--- src/rtl/pc_seq_ctrl.sv ---
// pc_seq_ctrl: multi-cycle fetch/decode/execute/memory sequencer for the RV32I core.
// Drives the PC-update select, the shared memory port and synchronous trap entry.
// Optional feature: define PC_SEQ_CTRL_IRQ_EN to let irq & irq_enable divert the
// first FETCH cycle into a trap with mcause 0x8000000B.
module pc_seq_ctrl #(
  parameter int unsigned MTVEC_INDIRECT = 0,
  parameter int unsigned MEM_TIMEOUT    = 0
) (
  input  logic        clk,
  input  logic        reset,
  input  logic [6:0]  inst_opcode,
  input  logic [2:0]  inst_funct3,
  input  logic        inst_bit20,
  input  logic        mem_ready,
  input  logic        irq,
  input  logic        irq_enable,
  output logic [2:0]  pc_mux_sel,
  output logic        mem_req,
  output logic        mem_we,
  output logic [1:0]  mem_addr_sel,
  output logic        ir_load,
  output logic        rf_we,
  output logic        trap_taken,
  output logic [31:0] mcause
);

  typedef enum logic [2:0] {
    S_FETCH,
    S_DECODE,
    S_EXEC,
    S_MEM,
    S_TRAP,
    S_VEC
  } state_t;

  localparam logic [7:0] TMO = 8'(MEM_TIMEOUT);

  state_t      state, state_nx;
  logic [7:0]  wait_cnt, wait_cnt_nx;
  logic [31:0] mcause_q, mcause_nx;
  logic        expire;
  logic        irq_take;
  logic        is_store;

  assign is_store = (inst_opcode == 7'b0100011);

  // This wait cycle is the one that brings the counter up to MEM_TIMEOUT.
  assign expire = (MEM_TIMEOUT != 0) && !mem_ready && (wait_cnt == TMO - 8'd1);

`ifdef PC_SEQ_CTRL_IRQ_EN
  assign irq_take = irq && irq_enable && (wait_cnt == '0);
`else
  logic unused_irq;
  assign unused_irq = irq & irq_enable;
  assign irq_take   = 1'b0;
`endif

  // Next-state, mcause capture and all control outputs; reset forces outputs low.
  always_comb begin
    state_nx     = state;
    mcause_nx    = mcause_q;
    pc_mux_sel   = '0;
    mem_req      = 1'b0;
    mem_we       = 1'b0;
    mem_addr_sel = '0;
    ir_load      = 1'b0;
    rf_we        = 1'b0;
    trap_taken   = 1'b0;
    mcause       = mcause_q;
    case (state)
      S_FETCH: begin
        if (irq_take) begin
          state_nx  = S_TRAP;
          mcause_nx = 32'h8000_000B;
        end else begin
          mem_req = 1'b1;
          if (mem_ready) begin
            ir_load  = 1'b1;
            state_nx = S_DECODE;
          end else if (expire) begin
            state_nx  = S_TRAP;
            mcause_nx = 32'd1;
          end
        end
      end
      S_DECODE: state_nx = S_EXEC;
      S_EXEC: begin
        state_nx = S_FETCH;
        case (inst_opcode)
          7'b0110111, 7'b0010111, 7'b0010011, 7'b0110011: begin
            rf_we      = 1'b1;
            pc_mux_sel = 3'd1;
          end
          7'b1101111: begin
            rf_we      = 1'b1;
            pc_mux_sel = 3'd2;
          end
          7'b1100111: begin
            rf_we      = 1'b1;
            pc_mux_sel = 3'd3;
          end
          7'b1100011: pc_mux_sel = 3'd4;
          7'b0001111: pc_mux_sel = 3'd1;
          7'b0000011, 7'b0100011: state_nx = S_MEM;
          7'b1110011: begin
            if (inst_funct3 != 3'd0) begin
              rf_we      = 1'b1;
              pc_mux_sel = 3'd1;
            end else begin
              state_nx  = S_TRAP;
              mcause_nx = inst_bit20 ? 32'd3 : 32'd11;
            end
          end
          default: begin
            state_nx  = S_TRAP;
            mcause_nx = 32'd2;
          end
        endcase
      end
      S_MEM: begin
        mem_req      = 1'b1;
        mem_addr_sel = 2'd1;
        mem_we       = is_store;
        if (mem_ready) begin
          pc_mux_sel = 3'd1;
          rf_we      = !is_store;
          state_nx   = S_FETCH;
        end else if (expire) begin
          state_nx  = S_TRAP;
          mcause_nx = is_store ? 32'd7 : 32'd5;
        end
      end
      S_TRAP: begin
        trap_taken = 1'b1;
        if (MTVEC_INDIRECT != 0) begin
          state_nx = S_VEC;
        end else begin
          pc_mux_sel = 3'd5;
          state_nx   = S_FETCH;
        end
      end
      S_VEC: begin
        mem_req      = 1'b1;
        mem_addr_sel = 2'd2;
        if (mem_ready) begin
          pc_mux_sel = 3'd6;
          state_nx   = S_FETCH;
        end else if (expire) begin
          pc_mux_sel = 3'd5;
          state_nx   = S_FETCH;
        end
      end
      default: state_nx = S_FETCH;
    endcase
    if (!reset) begin
      pc_mux_sel   = '0;
      mem_req      = 1'b0;
      mem_we       = 1'b0;
      mem_addr_sel = '0;
      ir_load      = 1'b0;
      rf_we        = 1'b0;
      trap_taken   = 1'b0;
      mcause       = '0;
    end
  end

  // Wait counter: counts unanswered request cycles, clears on ready or state change, saturates.
  always_comb begin
    wait_cnt_nx = wait_cnt;
    if ((state_nx != state) || mem_ready) begin
      wait_cnt_nx = '0;
    end else if (mem_req && (wait_cnt != '1)) begin
      wait_cnt_nx = wait_cnt + 8'd1;
    end
  end

  // State, wait counter and mcause registers with synchronous active-low reset.
  always_ff @(posedge clk) begin
    if (!reset) begin
      state    <= S_FETCH;
      wait_cnt <= '0;
      mcause_q <= '0;
    end else begin
      state    <= state_nx;
      wait_cnt <= wait_cnt_nx;
      mcause_q <= mcause_nx;
    end
  end

endmodule

--- config.mk ---
export PLATFORM = sky130hd
export DESIGN_NAME = pc_seq_ctrl
export DESIGN_NICKNAME = d
export VERILOG_FILES = /design/src/rtl/pc_seq_ctrl.sv
export SDC_FILE = /design/constraint.sdc
export NUM_CORES = 1
export LEC_CHECK = 0
export ABC_AREA = 1
export CAP_MARGIN = 20
export CORE_MARGIN = 3
export CORE_UTILIZATION = 35
export CTS_CLUSTER_DIAMETER = 120
export CTS_CLUSTER_SIZE = 40
export DETAILED_ROUTE_END_ITERATION = 6
export GPL_ROUTABILITY_DRIVEN = 0
export GPL_TIMING_DRIVEN = 0
export PLACE_DENSITY = 0.78
export RECOVER_POWER = 25
export SYNTH_ARGS = -nofsm -noshare
export SYNTH_HDL_FRONTEND = slang
export SYNTH_SLANG_ARGS = --single-unit
--- constraint.sdc ---
create_clock -name clk -period 1.65 [get_ports clk]
set_input_delay 0.4125 -clock clk [delete_from_list [all_inputs] [get_ports clk]]
set_output_delay 0.4125 -clock clk [all_outputs]
set_load 0.1 [all_outputs]
Yosys cells after proc, flatten, opt, wreduce, memory -nomap -nowiden
Cells that the tools add are included.
W data, S select, Z words.
- equal/unequal tests: 19
- bitwise gates (word level): 1
- reduce and logical (&&, ||, !) cells: 12
- multiplexer cells: 31
- operator list (cell ; number):
    $mux W32 ; 2
    $pmux W32 S2 ; 1
    $eq A7 B7 Y1 const B ; 4
    $pmux W3 S4 ; 2
    $eq A7 B6 Y1 const B ; 3
    $mux W3 ; 5
    $pmux W3 S5 ; 1
    $eq A7 B5 Y1 const B ; 2
    $mux W1 ; 14
    $reduce_or A10 Y1 ; 1
    $pmux W3 S3 ; 1
    $reduce_or A8 Y1 ; 1
    $eq A7 B2 Y1 const B ; 1
    $eq A7 B4 Y1 const B ; 1
    $eq A3 B2 Y1 const B ; 2
    $eq A3 B3 Y1 const B ; 2
    $reduce_or A6 Y1 ; 1
    $reduce_or A5 Y1 ; 1
    $mux W4 ; 1
    $ne A2 B2 Y1 const B ; 2
    $pmux W1 S2 ; 2
    $pmux W2 S2 ; 1
    $reduce_or A2 Y1 ; 2
    $eq A3 B1 Y1 const B ; 1
    other kinds (9) ; 9
- register bits after elaboration: 35
- output and inout port bits: 42
- logic and storage cells: 65

Depth between registers and ports, before layout
- depth in word-level cells: 5
- mapped depth: 10
- depth with buffers taken out: 10

Least setup slack after synthesis
No wires, ideal clock.
- path kind: input to output
- start: in reset
- end: out mem_we
- data arrival time: 3.422 ns
- path buffers: 1
- slack: -2.184 ns
- cell stages on the path: 5
- data required time: 1.237 ns
- path through: clkbuf_8 > inv_1 > nor2_1 > inv_1 > nor2_1
- cells in the longest elaborated chain, start to end: 1
- RTL lines (what ; line ; text):
    from (decl) ; 10 ; input logic reset,
    $mux W1 ; 155 ; if (!reset) begin
    to (decl) ; 19 ; output logic mem_we,
Every way passes these cells.

Worst setup path after layout
- start: reg state[2]
- end: out pc_mux_sel[2]
- cells in the longest elaborated chain, start to end: 3
- elaborated cells on any way between the ends: 6
- RTL lines (what ; line ; text):
    from (decl) ; 38 ; state_t state, state_nx;
    from (signal assigned) ; 184 ; state <= state_nx;
    $eq A3 B3 Y1 or $eq A3 B2 Y1 (tied branches) ; 70 ; case (state)
    $pmux W3 S4 * ; 70 ;
    $mux W3 * ; 155 ;
    to (decl) ; 17 ; output logic [2:0] pc_mux_sel,
Every way passes the cells marked *; elsewhere a longest branch is shown, timed or not.

==> metrics.md <==
| Metric | Value |
|---|---|
| Status | `finished with violations` |
| Failing checks | `setup timing` |
| Final hold vios | `0` |
| Dpl hpwl | `1780 µm` |
| Internal power | `approximately 500 µW` |
| GRT Overall Usage | `a little under a fifth` |
| CTS H-tree lvls | `1` |
| Placement Setup Slack | `-1.54 ns` |
| Largest net degree at the start of global routing | `10` |
| Synth Register Bits | `6` |
| Post-synth top cells | `buf_4, nand2_1, nor2_1, inv_1, dfxtp_1` |
| Startpoint types | `register` |
| CTS tree | `yes` |
| DIE WIDTH | `54.9 µm` |
| Crit path launch | `state[2]` |
| Vias per cell | `4.51` |
| Post-synth ARST share | `0%` |
| Crit path capture type | `output port` |
| Register area | `131 µm²` |
| Mapped Area | `837 µm²` |
| Worst-path fanout max | `5` |
| First-pass GRT wire length | `3990 µm` |
| Clock Tree Buf Depth | `2` |
| Root Buffer Master | `clkbuf_4` |
| Worst Path Arrival | `1.50 ns` |
| IO Port Bufs | `25` |
| Synth top area share | `26.0%` |
| Final core occ | `76.0%` |
| Number of synthesized flops with an enable pin | `0` |
| Via count | `between 1000 and 1500` |
| Grt ovf | `0` |
| Combinational power share | `72.1%` |
| Layout Nets | `230` |
| Max Cap Viol | `0` |
| Hold Path Class | `in -> reg` |
| Max Freq | `0.524 GHz` |
| N_diodes | `0` |
| Clock share of power | `11.2%` |
| Clk_lat worst skew | `~0.26 ns` |
| Slew Viols, Final | `0` |
| Initial drt markers | `12` |
| Netlist cell types | `23` |
| Synth top area cells | `buf_4, dfxtp_1, nand2_1, nor2_1, inv_1` |
| Worst setup margin | `-0.259 ns` |
| RR Startpoint | `state[2]` |
| Fill count | `174` |
| CP required | `about 1.2 ns` |
| Die Ht | `54.9 µm` |
| Seq pwr share | `16.6%` |
| # setup viols final | `9` |
| Core Box Area | `2230 µm²` |
| Multi-input gate area | `762 µm²` |
| Drt pass-1 iters | `4` |
| Final period util | `116%` |
| Detailed Route WL | `3000 µm` |
| DIE AREA | `3010 µm²` |
| Initial antenna violation count | `0` |
| P per Cell Area | `741 nW/µm²` |
| Worst hold start | `reset` |
| Fraction of layout cells with a size suffix above 1 | `59.7%` |
| Clock Sinks | `6` |
| Hold buffers post-CTS | `0` |
| Final Cell Area | `approximately 1700 µm²` |
| DRC errors left | `0` |
| Row count | `17` |
| Synth warn | `0` |
| Worst setup path class | `reg -> out` |
| Vias in the first global route | `approximately 950` |
| Switch Pwr | `747 µW` |
| Synth Instances | `142` |
| TritonCTS buffer count | `3` |
| P_leak | `between 0.0008 and 0.0009 µW` |
| Worst-path clk slew | `about 0.05 ns` |
| Area leader, netlist | `buf_4` |
| DP Area | `1340 µm²` |
| Main synth FF type | `dfxtp_1` |
| Count leader, synth | `buf_4` |
| Fin crit period | `1.91 ns` |
| # IOs | `just under 60` |
| Unrepaired setup endpoints after global routing | `true` |
| WL/cell | `approximately 13 µm` |
| Max IR drop VDD | `0.787 mV` |
| Clk_skew | `0.00657 ns` |
| Sw frac | `59.4%` |
| Part of the Yosys area used for sequential elements | `14.3%` |
| Detail Route Antenna Nets | `0` |
| Hold Slack | `~0.44 ns` |
| Layout area overhead | `103%` |
| Initial Util | `between 30% and 40%` |
| Mean Syn Cell Area | `5.89 µm²` |
per-stage QoR:
stage	instances	setup TNS, ns	total power (µW)
final	239	-1.41	1260
after global routing	239	-1.83	1310
after CTS	235	-1.13	1160
after detailed placement	223	-14.15	913
after global placement	223	-13.76	900
after floorplan	170	-2.60	814
power groups by stage:
stage,Combinational (µW),Clock (µW),Sequential (µW)
2_1_floorplan,624,0,190
3_3_place_gp,707,0,193
3_5_place_dp,717,0,196
4_1_cts,815,143,206
5_1_grt,949,152,212
6_report,908,141,209
worst max-delay path: stages (launching register included):
cell and delay, ns:
dfxtp_4 0.38, inv_8 0.05, ha_4 0.20, or2_4 0.27, a21oi_4 0.15, buf_12 0.19
placed cells by master (no fill, tap or decap), types with 7 or more instances in the layout:
cell type / netlist / layout
nor2_4: 1 / 11
buf_4: 29 / 41
nor2_2: 2 / 11
inv_1: 17 / 12
nand2_1: 26 / 17
buf_2: 0 / 7
conb_1: 1 / 29
buf_12: 0 / 11
timing repair:
| action | CTS | global route |
|---|---|---|
| pin swaps | 23 | 17 |
| gates cloned | 0 | 0 |
| endpoints found under the setup margin | 13 | 13 |
| setup buffers | 9 | 4 |
| gates resized for setup | 159 | 30 |
cell type report:
| type | instances | area share [%] |
|---|---|---|
| Multi-Input combinational cell | 114 | 44.9 |
| Timing Repair Buffer | 38 | 25.0 |
| Buffer | 30 | 13.6 |
| Sequential cell | 6 | 7.74 |
| Inverter | 20 | 5.38 |
| Tap cell | 28 | 2.06 |
| Clock buffer | 3 | 1.33 |
flip-flops by register name, summed over array words and instances (netlist names):
register	count
state	3
mcause_q	3
cells by family (layout without fill, tap and decap cells):
logic type               count (synthesis)  in the layout  synth area share [%]
adder cells (fa/ha/maj)                  1              1                  1.49
AND/OR/NAND/NOR                         71             71                  39.0
AO/OA/AOI/OAI                           13             13                  8.07
other                                    1             29                 0.448
buffers and inverters                   50             91                  36.6
flip-flops                               6              6                  14.4
per-layer routing:
layer,wire [µm],up-vias,GRT usage (%)
met4,148,0,6.88
met2,1620,57,35.8
met5,0,-,0
met1,1020,489,18.5
met3,210,15,5.09
li1,-,518,-
worst paths after layout:
path                                 endpoint  slack (ns)  cells after the start
worst min-delay path              mcause_q[3]        0.44                      3
worst max register to register       state[0]        0.06                      9
worst min register to register    mcause_q[1]        0.47                      2
worst max-delay path            pc_mux_sel[2]       -0.26                      5
Power figures use the tool's default switching activity.
